==> config.mk <==
export PLATFORM = sky130hd
export DESIGN_NAME = start_detector
export DESIGN_NICKNAME = d
export VERILOG_FILES = /design/src/rtl/start_detector.sv
export SDC_FILE = /design/constraint.sdc
export NUM_CORES = 1
export LEC_CHECK = 0
export CAP_MARGIN = 20
export CORE_ASPECT_RATIO = 1.1
export CORE_MARGIN = 5
export CORE_UTILIZATION = 48
export DETAILED_ROUTE_END_ITERATION = 12
export PLACE_DENSITY = 0.75
export SKIP_LAST_GASP = 1
export SLEW_MARGIN = 20
export SYNTH_ARGS = -nofsm -noshare
export SYNTH_HDL_FRONTEND = slang
export SYNTH_SLANG_ARGS = --single-unit
==> constraint.sdc <==
create_clock -name clk -period 1.69 [get_ports clk]
set_input_delay 0.338 -clock clk [delete_from_list [all_inputs] [get_ports clk]]
set_output_delay 0.338 -clock clk [all_outputs]
set_load 0.05 [all_outputs]
==> src/rtl/start_detector.sv <==
// Serial start-pattern detector with a downstream handshake: it hunts for PATTERN,
// pulses w_seq, then waits up to TMO cycles for busy before flagging a timeout.
module start_detector #(
  parameter int unsigned     PLEN    = 4,
  parameter logic [PLEN-1:0] PATTERN = 4'b1101,
  parameter int unsigned     TMO     = 4
) (
  input  logic       clk,
  input  logic       rst,
  input  logic       ser_in,
  input  logic       busy,
  output logic       w_seq,
  output logic       hunting,
  output logic       timeout_err,
  output logic [7:0] det_count
);

  typedef enum logic [1:0] {
    HUNT  = 2'd0,
    HIT   = 2'd1,
    WAIT  = 2'd2,
    BLOCK = 2'd3
  } state_t;

  localparam logic [3:0] FILL_MAX = 4'(PLEN);
  localparam logic [3:0] FILL_ARM = 4'(PLEN - 1);
  localparam logic [3:0] TMR_LAST = 4'(TMO - 1);

  state_t          state;
  logic [PLEN-1:0] sr;
  logic [3:0]      fill;
  logic [3:0]      timer;
  logic [PLEN-1:0] shifted;
  logic            match;

  assign shifted = {sr[PLEN-2:0], ser_in};
  // The current bit completes the window only once PLEN-1 earlier bits were collected.
  assign match   = (fill >= FILL_ARM) && (shifted == PATTERN);

  assign w_seq   = (state == HIT);
  assign hunting = (state == HUNT);

  always_ff @(posedge clk or posedge rst) begin
    if (rst) begin
      state       <= HUNT;
      sr          <= '0;
      fill        <= '0;
      timer       <= '0;
      det_count   <= '0;
      timeout_err <= 1'b0;
    end else begin
      // NOTE: non-blocking assignments keep every register update based on pre-edge values.
      case (state)
        HUNT: begin
          if (!busy) begin
            sr <= shifted;
            if (fill != FILL_MAX) fill <= fill + 4'd1;
            if (match) begin
              state <= HIT;
              if (det_count != 8'hFF) det_count <= det_count + 8'd1;
            end
          end
        end
        HIT: begin
          state <= WAIT;
          timer <= '0;
        end
        WAIT: begin
          if (busy) begin
            state <= BLOCK;
          end else if (timer == TMR_LAST) begin
            state       <= HUNT;
            timeout_err <= 1'b1;
            sr          <= '0;
            fill        <= '0;
          end else begin
            timer <= timer + 4'd1;
          end
        end
        BLOCK: begin
          if (!busy) begin
            state <= HUNT;
            sr    <= '0;
            fill  <= '0;
          end
        end
        default: begin
          state <= HUNT;
          sr    <= '0;
          fill  <= '0;
        end
      endcase
    end
  end

endmodule

==> metrics, run 1 <==
register bit count reported by yosys=22; EDFF count, synth=0; NumNets Final=151; synthesis-to-layout area growth=29.6%; Final Util=65.7%; fin area=1500 µm²; layout cells sized above 1=32.4%; Reg2Reg Depth=4; Hold Crit Class=input pin to async pin; Inserted Diodes=0; status=finished, final reports clean; met2 wire length=1050 µm; clock share of power=12.4%; RSZ-0062 raised after global routing=yes; Syn Inst Count=110; clock tree root driver cell=clkbuf_4; Setup Viol. Count Final=0; maximum VDD drop=1250 µV; Slew Viols, Final=0; relative slew slack=73.2%; die height=61.4 µm; Worst Path Required=1.90 ns; total length of routed wires=2180 µm; Die X-Extent=56.7 µm; Post-DP Area=1440 µm²; Int Pwr=0.00122 W; post-DP HPWL=1630 µm; Clock Sinks=22; GRT Residual Overflow=0; FF-to-FF End=det_count[6]; dominant synthesized flop cell=dfrtp_1; Via density=5.29; largest net degree at the start of global routing=23; first-pass GRT wire length=3820 µm; core area=2270 µm²; drt drc=0; type of origin of the critical path=input pin; post-place setup slack=-0.289 ns; Logic pwr share=48.5%; Post-synth ARST share=100%; Switching Share=39.6%; Mapped Area=1150 µm²; post-synthesis sequential area ratio=47.7%; GRT Util Overall=14.6%; Buffers on Ports=14; Crit Path Category=input pin to flop; initial antenna violation count=0; post-synth top area share=47.7%; Synth area leader=dfrtp_1; Clk pin slew, worst setup/hold paths=0.12 ns; io pins=15; TritonRoute pass-1 iters=4; Final ANT Viol Nets=0; Reg2Reg Launch Point=sr[0]; Fill cells=183; routed len/inst=12.6 µm; fmax=597 MHz; ranking of synthesized cells by area=dfrtp_1 48%, ha_1 4.3%, nand2_1 4.2%, xor2_1 3.8%, nor2_1 3.6%; uppermost layer routed=met4; clk buf depth=2; YS warnings=0; final hold viol count=0; DRT iter0 DRCs=18; # rows=18; critical path arrival=1.89 ns; vias in the first global route=882; crit-path max FO=7; CP endpoint kind=flop; Final Worst Setup Slack=0.0161 ns; setup TNS=0 ns; CTS tree=built; Worst Tran Pin Value=0.401 ns; leak pwr=0.716 nW; Seq pwr share=39.1%; library cells used by synthesis=34; Cell Pwr Density=1350 nW/µm²; clk_skew=0.00621 ns; Max Cap Viol=0; crit share post-route=99.0%; met3 WL=102 µm; Clock Latency Late Sink=0.31 ns; wl on met1=966 µm; Initial Util=50.7%; Avg Cell Area, Syn=10.5 µm²; post-layout min period=1.67 ns; syn_nets=118; worst reg-to-reg setup slack=0.07 ns; P_sw=0.000802 W; Placer Congestion=0.804; CTS Buf Count=3; die area=3480 µm²; Via Count=910; CTS HTree Levels=1
[per-stage QoR]
| step | total power, W | cells | hold WS (ns) |
|---|---|---|---|
| detailed placement | 0.00174 | 167 | 0.445 |
| global route | 0.00218 | 172 | 0.380 |
| floorplan | 0.00135 | 110 | 0.327 |
| finish | 0.00202 | 172 | 0.347 |
| global placement | 0.00170 | 167 | 0.441 |
| CTS | 0.00201 | 171 | 0.353 |
[what timing repair did]
item,4_1_cts,5_1_grt
hold buffers,0,0
gates resized for setup,5,2
setup endpoints to repair,2,7
pin swaps,0,1
gates cloned,0,0
buffers inserted,0,1
[metal layers]
metal	GRT usage [%]	vias up
li1	-	450
met5	0	-
met1	17.2	440
met4	7.95	0
met2	24.6	15
met3	3.98	5
[critical path, cell delays in order]
cell	delay, ns
clkdlybuf4s50_1	0.48
and4b_1	0.27
o311ai_4	0.16
nor3_1	0.27
mux2_2	0.36
[kinds of logic after synthesis]
logic type               after synthesis  synth area share [%]
AND/OR/NAND/NOR                       49                  24.6
adder cells (fa/ha/maj)                4                  4.34
buffers and inverters                  7                  2.39
AO/OA/AOI/OAI                         18                  12.6
flip-flops                            22                  47.7
XOR/XNOR                               6                  4.56
multiplexers                           4                  3.80
[synth_stat cells (2+ instances only)]
master,n
nor2_1,11
a22o_1,2
nand2_1,13
nand2b_1,5
o21ai_0,6
a21oi_1,2
nand4_1,2
dfrtp_1,22
a21o_1,2
nand3_1,4
xor2_1,5
ha_1,4
nor3_1,4
inv_1,6
mux2_2,3
[worst max path at each step]
stage                            start            to  slack, ns
after detailed placement        ser_in  det_count[6]      -0.29
final                           ser_in  det_count[6]       0.02
after CTS                     state[0]         w_seq       0.01
after global placement          ser_in  det_count[6]      -0.25
after floorplan           det_count[3]  det_count[1]       0.02
after global routing            ser_in  det_count[6]      -0.06
[flip-flops by register name, indices dropped and copies added (netlist names)]
name         flops
sr               3
timeout_err      1
fill             4
det_count        8
state            2
timer            4
[power groups by stage]
stage	registers (W)	clock network [W]	logic, W
floorplan	0.000825	0	0.000521
global placement	0.000797	0	0.000903
detailed placement	0.000805	0	0.000930
CTS	0.000803	0.000260	0.000950
global route	0.000814	0.000281	0.00108
finish	0.000792	0.000252	0.000981
[cell usage in the layout (no fill, tap or decap), drive strengths merged, types with 4 or more instances in the layout]
| master | instances |
|---|---|
| nand2 | 13 |
| nor3 | 5 |
| dfrtp | 22 |
| o21ai | 6 |
| nand2b | 5 |
| nand3 | 4 |
| clkbuf | 4 |
| ha | 4 |
| buf | 26 |
| inv | 6 |
| xor2 | 5 |
| nor2 | 11 |
[cell type report]
class | count | area, µm² | area share (%)
timing repair buffer | 29 | 263 | 17.6
clock buffer | 4 | 26.3 | 1.76
tap | 30 | 37.5 | 2.51
sequential | 22 | 556 | 37.2
inverter | 6 | 22.5 | 1.51
multi-input combinational | 81 | 591 | 39.5
Note: power is estimated with default switching activity, not from simulation.
==> run 2, diff against run 1 <==
--- a/config.mk
+++ b/config.mk
@@ -10,6 +10,8 @@
 export CORE_MARGIN = 5
 export CORE_UTILIZATION = 48
 export DETAILED_ROUTE_END_ITERATION = 12
+export GPL_ROUTABILITY_DRIVEN = 0
+export GPL_TIMING_DRIVEN = 0
 export PLACE_DENSITY = 0.75
 export SKIP_LAST_GASP = 1
 export SLEW_MARGIN = 20
==> run 2 against run 1 <==
Compared with the run above:
- power fell by 2.5%
- final cell count fell by 3.5%
- via count fell by 2.6%
- sequential cell count did not move
- worst hold slack improved by 0.11 ns
- clock skew fell by 0.0023 ns
- non-clock buffer count fell by 6
- first-iteration DRC count rose by 22%
- count of clock-buffer cells in the layout did not move
- critical path depth fell by 1
==> metrics, run 2 (same netlist as run 1, synthesis figures left out) <==
status=finished, final reports clean; max reg flops=8 (unchanged); TritonRoute pass-1 iters=4 (unchanged); post-place setup slack=-0.516 ns (-0.227 ns); synthesis-to-layout area growth=26.6%; core area=2270 µm² (unchanged); type of origin of the critical path=flop; CTS tree=built; RSZ-0062 raised after global routing=yes; critical path arrival=1.34 ns (-0.55 ns); clk buf depth=2 (unchanged); # hold bufs at CTS=0 (unchanged); CTS HTree Levels=1 (unchanged); crit-path max FO=10 (+3); Clk pin slew, worst setup/hold paths=0.11 ns (about the same); clock tree root driver cell=clkbuf_4; GRT Util Overall=14.2% (-0.34 points); post-DP HPWL=1610 µm (-1.1%); Via density=5.34 (+0.88%); Crit Path Category=flop to output port; post-route insts no fill=166 (-3.5%); Setup Viol. Count Final=0 (unchanged); largest net degree at the start of global routing=23 (unchanged); Max Cap Viol=0 (unchanged); relative slew slack=44.7% (-29 points); Worst Tran Pin Value=0.828 ns (+0.428 ns); initial antenna violation count=0 (unchanged); commonest non-fill, non-tap cell in the layout=dfrtp_1; Inserted Diodes=0 (unchanged); Clock Latency Late Sink=0.31 ns (about the same); routed len/inst=13.4 µm (+5.9%); Die X-Extent=56.7 µm (unchanged); NumNets Final=145 (-4.0%); vias in the first global route=895 (+1.5%); Final Worst Setup Slack=0.0114 ns (-0.00473 ns); Hold Crit Class=flop to flop; Top reg by flops=det_count; clk_skew=0.00395 ns (-0.00226 ns); top flop regs=det_count x8, fill x4, timer x4; most frequent cells in the layout=20 x dfrtp_1, 13 x nand2_1, 10 x nor2_1; CTS Buf Count=3 (unchanged); io pins=15 (unchanged); post-layout min period=1.68 ns (+0.00473 ns); total length of routed wires=2220 µm (+2.2%); leak pwr=0.688 nW (-3.9%); Initial Util=50.7% (unchanged); Buffers on Ports=14 (unchanged); die area=3480 µm² (unchanged); Final ANT Viol Nets=0 (unchanged); CP endpoint kind=output port; first-pass GRT wire length=3780 µm (-1.1%); crit share post-route=99.3% (+0.28 points); Clock Sinks=22 (unchanged); layout cells sized above 1=23.5% (-8.9 points); maximum VDD drop=908 µV (-27%); Fill cells=194 (+6.0%); # rows=18 (unchanged); fmax=596 MHz (-0.28%); Design Power=0.00197 W (-2.5%); drt drc=0 (unchanged); hold slack=0.460 ns (+0.113 ns); fin area=1460 µm² (-2.3%); die height=61.4 µm (unchanged); Slew Viols, Final=0 (unchanged); Via Count=886 (-2.6%); Placed Instances=154 (-7.8%); GRT Residual Overflow=0 (unchanged); Post-DP Area=1330 µm² (-7.6%); final hold viol count=0 (unchanged); Cell Pwr Density=1350 nW/µm² (-0.19%); Worst Path Required=1.35 ns (-0.55 ns); DRT iter0 DRCs=22 (+4)
-- run 2: changes by cell type in the layout (fill, tap and decap cells not counted), moves of 2 or more --
cell and delta:
buf_4 -14, buf_12 -3, dfrtp_1 +2, dlygate4sd2_1 +7, dfrtp_2 -2
-- run 2: final timing paths --
kind	startpoint	endpoint	slack [ns]	cells past startpoint
worst max-delay path	state[1]	w_seq	0.01	4
worst min-delay path	timeout_err	timeout_err	0.46	1
worst max register to register	state[1]	det_count[4]	0.04	6
worst min register to register	timeout_err	timeout_err	0.46	1
max in group asynchronous	rst	det_count[0]	0.65	2
min in group asynchronous	rst	det_count[6]	0.48	2
-- run 2: where the power goes --
part           total (W)  switching (W)  internal, W  leakage (nW)
logic           0.000939       0.000524     0.000415         0.384
clock network   0.000249       0.000157    0.0000923        0.0150
registers       0.000785       0.000130     0.000655         0.289
total            0.00197       0.000811      0.00116         0.688
-- run 2: final cells by class --
type / count / area [µm²] / share of cell area, %
timing repair buffer: 22 / 189 / 12.9
clock buffer: 4 / 26.3 / 1.80
inverter: 6 / 25.0 / 1.71
sequential: 22 / 553 / 37.9
buffer: 1 / 11.3 / 0.771
tap: 30 / 37.5 / 2.57
multi-input combinational: 81 / 618 / 42.3
-- run 2: metrics by stage --
stage | util, % | TNS, ns
floorplan | - | 0
global placement | 58.6 | -2.59
detailed placement | 58.6 | -2.88
CTS | 60.1 | -0.246
global route | 64.2 | -0.169
finish | 64.2 | 0
-- run 2: critical path: stages, from the launching register on --
cell and delay (ns):
dfrtp_1 0.41, buf_6 0.14, or2b_4 0.28, inv_4 0.07, buf_8 0.14
-- run 2: timing repair --
item,CTS,global route
gates resized for setup,24,15
buffers inserted,1,7
pin swaps,2,4
endpoints found under the setup margin,15,10
-- run 2: routing by layer --
| layer | vias up | GRT usage (%) | share of wire, % |
|---|---|---|---|
| li1 | 438 | - | - |
| met1 | 427 | 15.3 | 44 |
| met2 | 16 | 27.2 | 50 |
| met3 | 5 | 2.10 | 4.2 |
| met4 | 0 | 7.95 | 2.3 |
| met5 | - | 0 | 0 |
==> run 3, diff against run 2 <==
--- a/config.mk
+++ b/config.mk
@@ -9,6 +9,7 @@
 export CORE_ASPECT_RATIO = 1.1
 export CORE_MARGIN = 5
 export CORE_UTILIZATION = 48
+export CTS_BUF_LIST = sky130_fd_sc_hd__clkbuf_16
 export DETAILED_ROUTE_END_ITERATION = 12
 export GPL_ROUTABILITY_DRIVEN = 0
 export GPL_TIMING_DRIVEN = 0
==> run 3 against run 2 <==
Compared with the run above:
- power increased by 11%
- cell area up 3.9%
- wire length grew 7.3%
- highest routed layer unchanged
- die area unchanged
- critical path type unchanged
- global-route usage is 0.90 points higher
- worst hold slack got worse by 0.014 ns
- largest cell class unchanged
- core utilization grew 2.5 points
- critical path depth did not move
- sequential cell count did not move
==> metrics, run 3 (same netlist as run 1, synthesis figures left out) <==
Worst Tran Pin Value=0.826 ns (-0.00262 ns); Seq pwr share=36.0% (-3.8 points); GRT Residual Overflow=0 (unchanged); CTS HTree Levels=1 (unchanged); top flop regs=det_count x8, fill x4, timer x4; Inserted Diodes=0 (unchanged); core area=2270 µm² (unchanged); Hold Startpoint=timeout_err; Cell Pwr Density=1450 nW/µm² (+7.0%); Clk pin slew, worst setup/hold paths=0.05 ns (-0.06 ns); Clock Sinks=22 (unchanged); most frequent cells in the layout=20 x dfrtp_1, 13 x nand2_1, 10 x nor2_1, 10 x dlygate4sd2_1, 8 x buf_4; CP max stage delay=0.37 ns (-0.04 ns); clk buf depth=2 (unchanged); clock tree root driver cell=clkbuf_16; status=finished, final reports clean; Via Count=889 (+0.34%); Critical path origin=state[1]; post-layout min period=1.66 ns (-0.0174 ns); critical path's top delay family=buffers and inverters; drt drc=0 (unchanged); commonest non-fill, non-tap cell in the layout=dfrtp_1; Worst Path Required=1.35 ns (about the same); Post-DP Area=1330 µm² (unchanged); critical path arrival=1.32 ns (-0.02 ns); CP max-delay cell=dfrtp_1; die height=61.4 µm (unchanged); Critical Path, Cell by Cell=clkbuf_4 -> or2b_4 -> inv_2 -> buf_6; post-route insts no fill=166 (unchanged); CP endpoint kind=output port; total length of routed wires=2390 µm (+7.3%); CTS Buf Count=3 (unchanged); Int Pwr=0.00136 W (+17%); Crit Path Category=flop to output port; vias in the first global route=930 (+3.9%); Max Cap Viol=0 (unchanged); leak pwr=0.724 nW (+5.2%); TritonRoute pass-1 iters=4 (unchanged); post-place setup slack=-0.516 ns (unchanged); Setup Viol. Count Final=0 (unchanged); DRT iter0 DRCs=7 (-68%); Placed Instances=154 (unchanged); fin area=1520 µm² (+3.9%); routed len/inst=14.4 µm (+7.3%); maximum VDD drop=930 µV (+2.5%); RSZ-0062 raised after global routing=yes; Design Power=0.00220 W (+11%); Top reg by flops=det_count; GRT Util Overall=15.1% (+0.90 points); synthesis-to-layout area growth=31.6%; max reg flops=8 (unchanged); NumNets Final=145 (unchanged); Final Worst Setup Slack=0.0288 ns (+0.0174 ns); io pins=15 (unchanged); # rows=18 (unchanged); crit share post-route=98.3% (-1.0 points); first-pass GRT wire length=3920 µm (+3.6%); die area=3480 µm² (unchanged); CTS tree=built; # hold bufs at CTS=0 (unchanged); final hold viol count=0 (unchanged); layout cells sized above 1=24.3% (+0.74 points); setup TNS=0 ns (unchanged); relative slew slack=44.9% (+0.18 points); Slew Viols, Final=0 (unchanged); Hold Crit Class=flop to flop; initial antenna violation count=0 (unchanged); Initial Util=50.7% (unchanged); Worst Path Buf+Inv=3 (unchanged); Logic pwr share=41.4% (-6.2 points); crit-path max FO=10 (unchanged); Clock Latency Late Sink=0.26 ns (-0.05 ns); clock share of power=22.6% (+10 points); Switching Share=38.2% (-2.9 points); Buffers on Ports=14 (unchanged); type of origin of the critical path=flop; clk_skew=0.00289 ns (-0.00106 ns); Via density=5.36 (+0.34%); fmax=602 MHz (+1.0%); post-DP HPWL=1610 µm (unchanged); Reg2Reg Launch Point=fill[0]; Die X-Extent=56.7 µm (unchanged); largest net degree at the start of global routing=23 (unchanged); Final ANT Viol Nets=0 (unchanged); P_sw=0.000840 W (+3.5%)
## run 3: path summary, 6_finish.rpt
kind	endpoint	slack (ns)	cells past startpoint
setup / recovery	w_seq	0.03	4
hold / removal	timeout_err	0.45	1
setup reg to reg	det_count[6]	0.06	4
hold reg to reg	timeout_err	0.45	1
max in group asynchronous	det_count[0]	0.58	2
min in group asynchronous	det_count[4]	0.55	2
## run 3: stage by stage
step           utilization, %  hold WS, ns
4_1_cts                  63.1        0.450
2_1_floorplan               -        0.327
6_report                 66.7        0.445
3_3_place_gp             58.6        0.441
3_5_place_dp             58.6        0.442
5_1_grt                  66.7        0.464
## run 3: layer usage
layer	vias up	part of all wire [%]	GRT usage [%]	wire length, µm
li1	438	-	-	-
met2	18	52	27.4	1240
met4	0	3.1	11.9	73
met5	-	0	0	0
met1	426	41	15.8	966
met3	7	4.3	2.73	103
## run 3: area by class of cell
cell class                 count  area (µm²)
fill                         182         757
inverter                       6        22.5
clock buffer                   3        75.1
clock inverter                 1        3.75
timing repair buffer          22         190
sequential                    22         553
multi-input combinational     81         628
tap                           30        37.5
buffer                         1        7.51
## run 3: repair_timing
action / 4_1_cts / 5_1_grt
pin swaps: 2 / 6
buffers inserted: 2 / 6
resized for setup: 29 / 8
setup endpoints to repair: 15 / 8
endpoints found under the hold margin: 0 / 0
## run 3: power by group through the flow
stage,sequential [W],combinational [W],clock [W]
after floorplan,0.000825,0.000521,0
after global placement,0.000797,0.000719,0
after detailed placement,0.000806,0.000749,0
after CTS,0.000804,0.000776,0.000511
after global routing,0.000814,0.00100,0.000527
final,0.000791,0.000910,0.000495
## run 3: worst register-to-register path: cells and delay by family (launching register included)
kind            cells  cell delay (ns)
flops               1             0.41
simple gates        1             0.10
compound gates      1             0.46
mux                 1             0.31
fa+ha+maj           1             0.24
